--- config.mk ---
export PLATFORM = sky130hd
export DESIGN_NAME = rf256x24_fifo
export DESIGN_NICKNAME = d
export VERILOG_FILES = /design/src/rtl/rf_fifo_pkg.sv /design/src/rtl/rf_fifo_obuf.sv /design/src/rtl/rf256x24_fifo.sv
export SDC_FILE = /design/constraint.sdc
export NUM_CORES = 1
export LEC_CHECK = 0
export CAP_MARGIN = 20
export CORE_MARGIN = 2
export CORE_UTILIZATION = 42
export CTS_BUF_LIST = sky130_fd_sc_hd__clkbuf_16
export DETAILED_ROUTE_END_ITERATION = 10
export PLACE_DENSITY = 0.84
export SYNTH_ARGS = -nofsm -noshare
export SYNTH_HDL_FRONTEND = slang
export SYNTH_HIERARCHICAL = 1
export SYNTH_SLANG_ARGS = --single-unit
--- constraint.sdc ---
create_clock -name clk -period 4.6 [get_ports clk]
set_clock_uncertainty 0.15 [all_clocks]
set_input_delay 0.69 -clock clk [delete_from_list [all_inputs] [get_ports clk]]
set_output_delay 0.69 -clock clk [all_outputs]
set_load 0.05 [all_outputs]
--- src/rtl/rf_fifo_pkg.sv ---
// rf_fifo_pkg: shared sizing for the RF-backed FIFO.
// Exports data/address widths, depth, RF trim width, buffer depth.
package rf_fifo_pkg;
   localparam int RF_DW      = 24;
   localparam int RF_AW      = 8;
   localparam int RF_DEPTH   = 1 << RF_AW;
   localparam int RAM_CTRL_W = 7;
   localparam int OBUF_DEPTH = 2;

   function automatic int depth_of(input int aw);
      return 1 << aw;
   endfunction
endpackage

--- src/rtl/rf_fifo_obuf.sv ---
// rf_fifo_obuf: 2-entry valid/ready output buffer behind the RF read port.
// Ports: clk, rst (sync, high); in_valid/in_data from RF read;
//        out_valid/out_ready/out_data to consumer; cnt = entries held.
module rf_fifo_obuf
   import rf_fifo_pkg::*;
#(
   parameter int DW = RF_DW
) (
   input  logic          clk,
   input  logic          rst,
   input  logic          in_valid,
   input  logic [DW-1:0] in_data,
   output logic          out_valid,
   input  logic          out_ready,
   output logic [DW-1:0] out_data,
   output logic [1:0]    cnt
);
   logic [DW-1:0] slot0, slot1;
   logic [DW-1:0] slot0_n, slot1_n;
   logic [1:0]    cnt_q, cnt_n;
   logic          pop;

   assign out_valid = (cnt_q != 2'd0);
   assign out_data  = slot0;
   assign cnt       = cnt_q;
   assign pop       = out_valid && out_ready;

   // slot0 is always the head; a pop shifts slot1 down, and an
   // incoming word lands in the first free slot after that shift.
   always_comb begin
      slot0_n = slot0;
      slot1_n = slot1;
      cnt_n   = cnt_q;
      if (pop) begin
         slot0_n = slot1;
         cnt_n   = cnt_n - 2'd1;
      end
      if (in_valid && (cnt_n != 2'd2)) begin
         if (cnt_n == 2'd0) begin
            slot0_n = in_data;
         end else begin
            slot1_n = in_data;
         end
         cnt_n = cnt_n + 2'd1;
      end
   end

   always_ff @(posedge clk) begin
      if (rst) begin
         cnt_q <= 2'd0;
      end else begin
         cnt_q <= cnt_n;
      end
   end

   always_ff @(posedge clk) begin
      slot0 <= slot0_n;
      slot1 <= slot1_n;
   end
endmodule

--- src/rtl/rf256x24_fifo.sv ---
// rf256x24_fifo: FIFO controller around an external two-port RF macro.
// Ports: clk, rst (sync, high); push_valid/push_ready/push_data;
//        pop_valid/pop_ready/pop_data; count (total held);
//        rf_we/rf_wr_addr/rf_wdata, rf_re/rf_rd_addr/rf_rdata (1-cycle read);
//        ram_ctrl_i -> ram_ctrl_o passthrough.
// Option RF_FIFO_HWM_EN adds hwm_clr input and hwm (peak count) output.
module rf256x24_fifo
   import rf_fifo_pkg::*;
#(
   parameter int DW = RF_DW,
   parameter int AW = RF_AW
) (
   input  logic                  clk,
   input  logic                  rst,
   input  logic                  push_valid,
   output logic                  push_ready,
   input  logic [DW-1:0]         push_data,
   output logic                  pop_valid,
   input  logic                  pop_ready,
   output logic [DW-1:0]         pop_data,
   output logic [AW:0]           count,
   output logic                  rf_we,
   output logic [AW-1:0]         rf_wr_addr,
   output logic [DW-1:0]         rf_wdata,
   output logic                  rf_re,
   output logic [AW-1:0]         rf_rd_addr,
   input  logic [DW-1:0]         rf_rdata,
   input  logic [RAM_CTRL_W-1:0] ram_ctrl_i,
   output logic [RAM_CTRL_W-1:0] ram_ctrl_o
`ifdef RF_FIFO_HWM_EN
   ,
   input  logic                  hwm_clr,
   output logic [AW:0]           hwm
`endif
);
   localparam int DEPTH =
      (AW == RF_AW) ? RF_DEPTH : depth_of(AW);
   localparam logic [AW:0]   FULL    = (AW+1)'(DEPTH);
   localparam logic [AW:0]   CNT_ONE = (AW+1)'(1);
   localparam logic [AW-1:0] PTR_ONE = AW'(1);

   logic [AW-1:0] wr_ptr, rd_ptr;
   logic [AW:0]   count_q, rf_cnt;
   logic          inflight;
   logic [1:0]    obuf_cnt;
   logic          obuf_valid;
   logic          push_fire, pop_fire;
   logic [2:0]    occ;

   assign push_ready = !rst && (count_q < FULL);
   assign push_fire  = push_valid && push_ready;
   assign pop_valid  = obuf_valid && !rst;
   assign pop_fire   = pop_valid && pop_ready;

   assign rf_we      = push_fire;
   assign rf_wr_addr = wr_ptr;
   assign rf_wdata   = push_data;

   // Buffer slots committed after this cycle: held words plus the
   // read already in flight, minus the word leaving now.
   assign occ = {1'b0, obuf_cnt} + {2'b00, inflight}
              - {2'b00, pop_fire};
   // rf_cnt only counts words written on earlier edges, so the
   // read address can never equal this cycle's write address.
   assign rf_re      = !rst && (rf_cnt != '0)
                    && (occ < 3'(OBUF_DEPTH));
   assign rf_rd_addr = rd_ptr;

   assign count      = count_q;
   assign ram_ctrl_o = ram_ctrl_i;

   always_ff @(posedge clk) begin
      if (rst) begin
         wr_ptr   <= '0;
         rd_ptr   <= '0;
         count_q  <= '0;
         rf_cnt   <= '0;
         inflight <= 1'b0;
      end else begin
         inflight <= rf_re;
         if (push_fire) begin
            wr_ptr <= wr_ptr + PTR_ONE;
         end
         if (rf_re) begin
            rd_ptr <= rd_ptr + PTR_ONE;
         end
         case ({push_fire, rf_re})
            2'b10:   rf_cnt <= rf_cnt + CNT_ONE;
            2'b01:   rf_cnt <= rf_cnt - CNT_ONE;
            default: rf_cnt <= rf_cnt;
         endcase
         case ({push_fire, pop_fire})
            2'b10:   count_q <= count_q + CNT_ONE;
            2'b01:   count_q <= count_q - CNT_ONE;
            default: count_q <= count_q;
         endcase
      end
   end

   rf_fifo_obuf #(
      .DW (DW)
   ) u_obuf (
      .clk       (clk),
      .rst       (rst),
      .in_valid  (inflight),
      .in_data   (rf_rdata),
      .out_valid (obuf_valid),
      .out_ready (pop_ready),
      .out_data  (pop_data),
      .cnt       (obuf_cnt)
   );

`ifdef RF_FIFO_HWM_EN
   logic [AW:0] hwm_q;

   always_ff @(posedge clk) begin
      if (rst) begin
         hwm_q <= '0;
      end else if (hwm_clr) begin
         hwm_q <= count_q;
      end else if (count_q > hwm_q) begin
         hwm_q <= count_q;
      end
   end

   assign hwm = hwm_q;
`endif
endmodule
==> reports/metrics.yaml <==
outcome: "finished clean"
cts_tree: "yes"
end_kind: "register"
ys.flop_type: "dfxtp_1"
final_cell_mix: "clkdlybuf4s50_1 (78), nor2_1 (59), dfxtp_1 (59)"
drc: 0
finalHoldViolCount: 0
io_pins: 143
die_area_mm2: 0.0115
ys_warn_count: 6
p_leak_nw: 2.14
netlist_area_mm2: 0.00450
cap_viol_max_count: 0
final-max-slew-violation-count: 0
grt_antenna_before_repair: 0
grt_first_pass_wirelength_mm: 17.0
final_common_cell: "clkdlybuf4s50_1"
cts_max_level: 3
ff2ff_path_depth: 18
comb_power_share: 0.510
arrival_ps: 4380
cts_root_buf: "clkbuf_16"
synth_compound_area_frac: 0.154
worstMarginPinSlew_ps: 938
swShare: 0.423
switchingPower_w: 0.00155
ir_drop_mv: 0.394
synthMuxAreaShare: 0.0248
synthCells: 447
clk_pin_slew_ps: 60
pwr-share-seq: 0.293
drt-total-wl_mm: 10.3
synth_cell_type_count: 56
initial_core_util: 0.434
grt_pass1_vias: 3574
worstSetupPathType: "reg2reg"
synth_seq_cells: 85
utilization: 0.539
min_path_type: "reg2reg"
cp_max_fo: 27
core_mm2: 0.0104
cp_data_required_time_ps: 4680
nets: 581
grt_overflow: 0
dr.pass1.iters: 4
synthAdderAreaFrac: 0.0718
synth_async_sr_flop_share: 0
max_freq_mhz: 233
avgSynthCellArea_um2: 10.1
vias_per_cell: 5.55
port_buffers: 80
cts_resized: 0
clkPwrFrac: 0.196
clk_path_buf_depth: 2
rsz0062_at_grt: "false"
setup_viol: 0
die_y_um: 107
numClockSinks: 85
postRouteAntennaNets: 0
clk_latency_ps: 340
dp.cells: 623
synth_simple_gate_area_share: 0.181
internal-power_w: 0.00212
drtIter0Drc: 175
synthToLayoutAreaGrowth_pct: 24.4
die_w_um: 107
fin_crit_sh: 0.935
cts_hold_buf: 0
syn_nets: 530
dp_hpwl_mm: 7.00
gp_congestion: 0.822
grt_max_degree: 43
stdcell_count: 639
vias: 3546
cts_buffers: 9
synth-xor-area-share: 0.0448
track_usage: 0.186
rows: 37
timing.slew.headroom: 0.374
min_period_ps: 4300
min_path_cells: 2
synth_top_family_by_area: "simple AND/OR/NAND/NOR gates"
antenna_cells: 0
powerDensity_mw_per_mm2: 657
critPathLaunchType: "register"
drive_gt1_frac: 0.171
synth_edf_count: 24
post-cts-setup-buffers: 0
wire_per_inst_um: 16.2
ys_seq_area_frac: 0.432
[through the flow]
step	hold slack [ps]	area (µm²)	power, W	setup TNS (ps)	setup slack, ps
floorplan	319	4600	0.00247	-114	-114
global placement	312	5290	0.00287	0	71.3
detailed placement	324	5300	0.00296	-19.8	-19.8
CTS	333	5590	0.00370	0	290
global route	380	5590	0.00389	0	63.9
finish	333	5590	0.00367	0	300
[logic make-up after synthesis]
group | after synthesis
simple gates | 146
compound gates | 94
flops | 85
buf+inv | 65
fa+ha+maj | 24
xor+xnor | 23
mux | 10
[cell type report]
class,count,area (µm²)
Fill cell,934,4780
Multi-Input combinational cell,297,2220
Inverter,11,45.0
Sequential cell,85,1950
Tap cell,136,170
Timing Repair Buffer,94,921
Clock inverter,7,66.3
Clock buffer,9,225
[state kept, by name, indices dropped and copies added (netlist names)]
name	count
count	9
inflight	1
rf_cnt	9
rf_rd_addr	8
rf_wr_addr	8
u_obuf/cnt	2
u_obuf/out_data	24
u_obuf/slot1	24
[power groups by stage]
stage / clock network (W) / registers [W] / logic, W
after floorplan: 0 / 0.00149 / 0.000982
after global placement: 0 / 0.00108 / 0.00179
after detailed placement: 0 / 0.00109 / 0.00187
after CTS: 0.000743 / 0.00108 / 0.00188
after global routing: 0.000772 / 0.00110 / 0.00201
final: 0.000721 / 0.00108 / 0.00187
[final timing paths]
path | from | endpoint | slack (ps)
setup / recovery | u_obuf/cnt[1] | rf_cnt[8] | 300
setup reg to reg | u_obuf/cnt[1] | rf_cnt[8] | 300
hold reg to reg | rf_rd_addr[7] | rf_rd_addr[7] | 330
hold / removal | rf_rd_addr[7] | rf_rd_addr[7] | 330
[per-layer routing]
layer	wire length (µm)	part of all wire	up-vias	track usage
met1	4580	0.44	1708	0.226
met5	0	0	-	0
li1	-	-	1697	-
met4	190	0.018	0	0.0833
met2	4870	0.47	123	0.312
met3	712	0.069	18	0.0448
[worst max-delay path, stage by stage, from the launching register on]
cell and delay [ps]:
dfxtp_4 380, inv_2 80, ha_4 310, inv_1 70, nor2b_4 130, and2_4 140, ha_1 270, nand2b_4 140
fa_2 510, and3_1 190, nand2_2 80, clkinvlp_4 90, ha_4 230, ha_4 240, a21o_1 170, a31o_1 210
o21ai_1 100, or3b_1 370, mux2_4 300
[cell usage after synthesis, types with 7 or more instances]
library cell	count	area (µm²)
mux2i_1	7	70.1
clkbuf_1	7	26.3
xor2_1	14	123
a21oi_1	31	155
or3b_2	24	210
nand4_1	7	43.8
nor2_1	59	221
buf_4	33	248
a21o_1	7	52.6
a21oi_2	8	70.1
xnor2_1	9	78.8
inv_1	11	41.3
dfxtp_1	61	1220
o32ai_1	24	210
ha_1	21	263
nand2_1	19	71.3
edfxtp_1	24	721
Power figures use the tool's default switching activity.
